--- config.mk ---
export PLATFORM = sky130hd
export DESIGN_NAME = inference_sequencer
export DESIGN_NICKNAME = d
export VERILOG_FILES = /design/src/rtl/inference_sequencer.sv
export SDC_FILE = /design/constraint.sdc
export NUM_CORES = 1
export LEC_CHECK = 0
export BUFFER_PORTS_ARGS = -buffer_cell sky130_fd_sc_hd__buf_4
export CAP_MARGIN = 20
export CORE_MARGIN = 2
export CORE_UTILIZATION = 58
export CTS_CLUSTER_DIAMETER = 50
export DETAILED_ROUTE_END_ITERATION = 10
export PLACE_DENSITY = 0.77
export SKIP_LAST_GASP = 1
export SLEW_MARGIN = 20
export SYNTH_ARGS = -nofsm -noshare
export SYNTH_HDL_FRONTEND = slang
export SYNTH_SLANG_ARGS = --single-unit
--- constraint.sdc ---
create_clock -name clk -period 8 [get_ports clk]
set_clock_uncertainty 0.1 [all_clocks]
set_input_delay 0 -clock clk [delete_from_list [all_inputs] [get_ports clk]]
set_output_delay 0 -clock clk [all_outputs]
set_load 0.1 [all_outputs]
--- src/rtl/inference_sequencer.sv ---
// Sequencer for the digit-recognition pipeline: clear, pool, dense1, dense2, argmax.
// Each stage runs under a watchdog; result, status and cycle count are registered.
//
// state  | meaning
// IDLE   | waiting for start
// CLR    | layer_rst held for CLR_CYCLES cycles
// POOL   | pooling enabled, waiting for pool_done
// DENSE1 | dense layer 1 enabled, waiting for dense1_done
// DENSE2 | dense layer 2 enabled, waiting for dense2_done
// ARGMAX | argmax enabled, digit latched on argmax_done
// DONE   | one cycle, publishes result_valid and perf_cycles
// ERR    | a stage timed out, waiting for start or abort
module inference_sequencer #(
  parameter int TIMEOUT_CYCLES = 4096,
  parameter int CLR_CYCLES     = 2,
  parameter int PERF_W         = 16
) (
  input  logic              clk,
  input  logic              reset,
  input  logic              start,
  input  logic              abort,
  output logic              layer_rst,
  output logic              pool_en,
  input  logic              pool_done,
  output logic              dense1_en,
  input  logic              dense1_done,
  output logic              dense2_en,
  input  logic              dense2_done,
  output logic              argmax_en,
  input  logic              argmax_done,
  input  logic [3:0]        digit_in,
  output logic [3:0]        result,
  output logic              result_valid,
  output logic              busy,
  output logic              error,
  output logic [2:0]        stage,
  output logic [PERF_W-1:0] perf_cycles
);

  localparam int MAXC = (TIMEOUT_CYCLES > CLR_CYCLES) ? TIMEOUT_CYCLES : CLR_CYCLES;
  localparam int CW   = $clog2(MAXC + 1);

  typedef enum logic [2:0] {
    S_IDLE   = 3'd0,
    S_CLR    = 3'd1,
    S_POOL   = 3'd2,
    S_DENSE1 = 3'd3,
    S_DENSE2 = 3'd4,
    S_ARGMAX = 3'd5,
    S_DONE   = 3'd6,
    S_ERR    = 3'd7
  } state_t;

  state_t            state, next_state;
  logic [CW-1:0]     step_cnt;
  logic [PERF_W-1:0] perf_cnt;
  logic              stage_done, timeout, abort_hit, in_run;
  logic              layer_rst_d, pool_en_d, dense1_en_d, dense2_en_d, argmax_en_d;
  logic              busy_d, error_d;

  always_comb begin
    stage_done = 1'b0;
    case (state)
      S_POOL:   stage_done = pool_done;
      S_DENSE1: stage_done = dense1_done;
      S_DENSE2: stage_done = dense2_done;
      S_ARGMAX: stage_done = argmax_done;
      default:  stage_done = 1'b0;
    endcase
  end

  assign timeout   = (step_cnt == CW'(TIMEOUT_CYCLES - 1));
  assign abort_hit = abort && (state != S_IDLE);
  assign in_run    = (state >= S_CLR) && (state <= S_ARGMAX);
  assign stage     = state;

  always_comb begin
    next_state = state;
    if (abort_hit) begin
      next_state = S_IDLE;
    end else begin
      case (state)
        S_IDLE: if (start && !abort) next_state = S_CLR;
        S_CLR:  if (step_cnt == CW'(CLR_CYCLES - 1)) next_state = S_POOL;
        S_POOL, S_DENSE1, S_DENSE2, S_ARGMAX: begin
          // done in the last watchdog cycle still advances normally
          if (stage_done)   next_state = state_t'(state + 3'd1);
          else if (timeout) next_state = S_ERR;
        end
        S_DONE: next_state = S_IDLE;
        S_ERR:  if (start) next_state = S_CLR;
        default: next_state = S_IDLE;
      endcase
    end
  end

  // outputs are decoded from the next state and registered alongside it
  always_comb begin
    layer_rst_d = (next_state == S_CLR) || abort_hit;
    pool_en_d   = (next_state == S_POOL);
    dense1_en_d = (next_state == S_DENSE1);
    dense2_en_d = (next_state == S_DENSE2);
    argmax_en_d = (next_state == S_ARGMAX);
    busy_d      = (next_state != S_IDLE) && (next_state != S_ERR);
    error_d     = (next_state == S_ERR);
  end

  always_ff @(posedge clk or negedge reset) begin
    if (!reset) begin
      state        <= S_IDLE;
      step_cnt     <= '0;
      perf_cnt     <= '0;
      result       <= '0;
      result_valid <= 1'b0;
      perf_cycles  <= '0;
      layer_rst    <= 1'b0;
      pool_en      <= 1'b0;
      dense1_en    <= 1'b0;
      dense2_en    <= 1'b0;
      argmax_en    <= 1'b0;
      busy         <= 1'b0;
      error        <= 1'b0;
    end else begin
      state     <= next_state;
      layer_rst <= layer_rst_d;
      pool_en   <= pool_en_d;
      dense1_en <= dense1_en_d;
      dense2_en <= dense2_en_d;
      argmax_en <= argmax_en_d;
      busy      <= busy_d;
      error     <= error_d;

      if (next_state != state) step_cnt <= '0;
      else if (in_run)         step_cnt <= step_cnt + 1'b1;

      if (next_state == S_CLR && state != S_CLR) perf_cnt <= '0;
      else if (in_run && perf_cnt != '1)         perf_cnt <= perf_cnt + 1'b1;

      if (state == S_ARGMAX && next_state == S_DONE) result <= digit_in;

      if (state == S_DONE && !abort_hit) begin
        result_valid <= 1'b1;
        perf_cycles  <= perf_cnt;
      end else if (next_state == S_CLR && state != S_CLR) begin
        result_valid <= 1'b0;
      end
    end
  end

endmodule
==> impl_metrics.json <==
{
  "status": "completed",
  "dieArea_mm2": 0.00623,
  "grt_pass1_vias": 2431,
  "max_cap_viol_count": 0,
  "synth_area_leaders": "dfrtp_1 46%, mux2_2 5.2%, nor2_1 4.5%",
  "synth.top_cell.area_share": 0.461,
  "vias": 2469,
  "drive_gt1_frac": 0.281,
  "hold_viol_final": 0,
  "synth_most_common_cell": "dfrtp_1",
  "rows": 27,
  "synth_top_family_by_area": "simple AND/OR/NAND/NOR gates",
  "fin_cells": 432,
  "syn2layout_area_growth_pct": 17.8,
  "cts_made_buffers": 9,
  "h-tree-depth": 3,
  "synth_fa_ha_area_frac": 0.0346,
  "endpoint_kind": "register",
  "synth_edf_count": 0,
  "finalSetupViolations": 0,
  "start_kind": "register",
  "grt-ovfl-total": 0,
  "post-place-ws_ps": 4580,
  "die_w_um": 79.0,
  "slew-limit-headroom": 0.298,
  "layout.nets": 376,
  "antenna_left": 0,
  "p_per_area_mw_per_mm2": 273,
  "drc_errors": 0,
  "hpwl_mm": 4.49,
  "worstPathArrival_ps": 3580,
  "synthCells": 306,
  "tightest_slew_ps": 1050,
  "drv_slew": 0,
  "synth-xor-area-share": 0.0645,
  "syn_area_per_cell_um2": 10.6,
  "synth.top_cells.by_count": "60 x dfrtp_1, 39 x nor2_1, 16 x nand2_1",
  "clock_sinks": 60,
  "synth_nets": 327,
  "rsz0062_at_grt": "false",
  "critPathMaxFanout": 13,
  "yosys-mux-area-fraction": 0.0733,
  "tritoncts": "yes",
  "n_antenna_cell": 0,
  "whs_ps": 88.1,
  "worst_path_max_delay_cell": "o2111ai_1",
  "worst_slack_ps": 4560,
  "synth_compound_area_frac": 0.132,
  "post_cts.repair.setup_buffers": 0,
  "slowest_delay_ps": 550,
  "grt_pass1_wl_mm": 11.2,
  "drtIter0Drc": 161,
  "cts_max_path_buffers": 2,
  "place.gp.congestion": 1.02,
  "initial_core_util": 0.595,
  "worstSetupPathType": "register to register",
  "ir_worst_vdd_v": 0.000248,
  "drt-total-wl_mm": 6.49,
  "period_needed_ps": 3440,
  "leakage_nw": 1.83,
  "dp_cells": 411,
  "synthDistinctLibCells": 66,
  "antenna_found_initial": 0,
  "ys.flop_type": "dfrtp_1",
  "post_drt_wl_per_cell_um": 15.0,
  "grt.total_usage": 0.233,
  "finalCritPeriodShare": 0.430,
  "required_ps": 8140,
  "synth-seq-cells": 60,
  "holdPathStages": 3,
  "max_freq_ghz": 0.291,
  "grt_max_degree": 61,
  "worstSkewPairLatency_ps": 340,
  "crit_chain": "inv_1 > ha_1 > a22o_2 > a211oi_2 > nand2b_1 > a221oi_1 > o2111ai_1 > a211oi_1",
  "synthSimpleGateAreaFrac": 0.199,
  "root_buffer": "clkbuf_8",
  "clk_pin_slew_worst_paths_ps": 80,
  "reg2reg_depth": 8,
  "yosys_warnings": 0,
  "firstDrtPassIters": 4,
  "io_buffers": 42,
  "ios": 43,
  "ys_seq_area_frac": 0.461,
  "coreArea_mm2": 0.00547,
  "synth-async-reset-ratio": 1.00,
  "n_fill_cell": 433,
  "viasPerCell": 5.72,
  "yosys.area.top_type": "dfrtp_1",
  "die_h_um": 79.0,
  "synthesis.area_mm2": 0.00326,
  "final.setup.tns_ps": 0,
  "hold_path_class": "primary input to register"
}
==> final timing paths <==
kind,from,to,slack [ps]
min in group asynchronous,reset,perf_cycles[1],180
worst max-delay path,stage[1],step_cnt[1],4560
worst min register to register,perf_cycles[10],perf_cycles[10],390
max in group asynchronous,reset,layer_rst,7140
worst min-delay path,abort,result_valid,90
worst max register to register,stage[1],step_cnt[1],4560
==> per-layer routing <==
metal	global-route usage	share of wire	vias up
li1	-	-	1189
met1	0.291	0.43	1189
met2	0.387	0.50	79
met3	0.0693	0.053	12
met4	0.0845	0.016	0
met5	0	0	-
==> cell usage in the layout (no fill, tap or decap), types with 3 or more instances in the layout <==
master	synthesis	routed
ha_1	9	9
mux2_2	15	15
o21a_1	3	3
mux2_4	4	4
nor4b_1	3	3
dfrtp_1	60	60
buf_4	2	42
inv_1	14	14
nand2_1	16	16
nand3_1	11	11
and2_4	5	5
a21oi_1	7	7
xor2_1	10	10
nand4_1	9	9
clkinvlp_4	0	3
and2_1	6	6
nor2_1	39	39
dlygate4sd3_1	0	5
o211ai_1	3	3
nor3_1	6	6
clkbuf_8	0	9
nor4_1	4	4
and2_2	5	5
xnor2_1	14	14
o21ai_0	6	6
==> through the flow <==
| stage | power, mW | cell area (um^2) | utilization |
|---|---|---|---|
| floorplan | 0.721 | 3260 | - |
| global placement | 0.795 | 3600 | 0.658 |
| detailed placement | 0.800 | 3600 | 0.658 |
| CTS | 1.06 | 3840 | 0.701 |
| global route | 1.11 | 3840 | 0.701 |
| finish | 1.05 | 3840 | 0.701 |
==> cell type report <==
class / count / area (um^2) / share of cell area
multi-input combinational: 222 / 1640 / 0.427
sequential: 60 / 1500 / 0.391
clock inverter: 7 / 60.1 / 0.0157
tap: 72 / 90.1 / 0.0235
clock buffer: 9 / 124 / 0.0323
inverter: 15 / 56.3 / 0.0147
timing repair buffer: 47 / 365 / 0.0952
==> sequential cells by signal (all words and copies together) (netlist names) <==
register	cells
busy	1
argmax_en	1
error	1
layer_rst	1
stage	3
result_valid	1
pool_en	1
result	4
perf_cycles	16
dense1_en	1
step_cnt	13
dense2_en	1
perf_cnt	16
==> critical path: cells and delay by family, from the launching register on <==
family	cells	cell delay, ps
AOI/OAI and AO/OA	5	2020
buffers and inverters	1	170
and+or+nand+nor	1	180
adders and majority gates	1	360
DFF	1	490
==> report_power, final <==
group / switching, mW / leakage (nW) / internal, mW
registers: 0.0315 / 0.825 / 0.333
logic: 0.285 / 0.918 / 0.146
clock network: 0.134 / 0.0844 / 0.117
==> timing repair <==
action	4_1_cts	5_1_grt
resized for setup	0	0
hold endpoints to repair	64	0
hold buffers	5	0
==> kinds of logic after synthesis <==
logic type / after synthesis
flip-flops: 60
adder cells (fa/ha/maj): 9
multiplexers: 20
AO/OA/AOI/OAI: 50
XOR/XNOR: 24
buffers and inverters: 24
AND/OR/NAND/NOR: 119
Note: power is estimated with default switching activity, not from simulation.
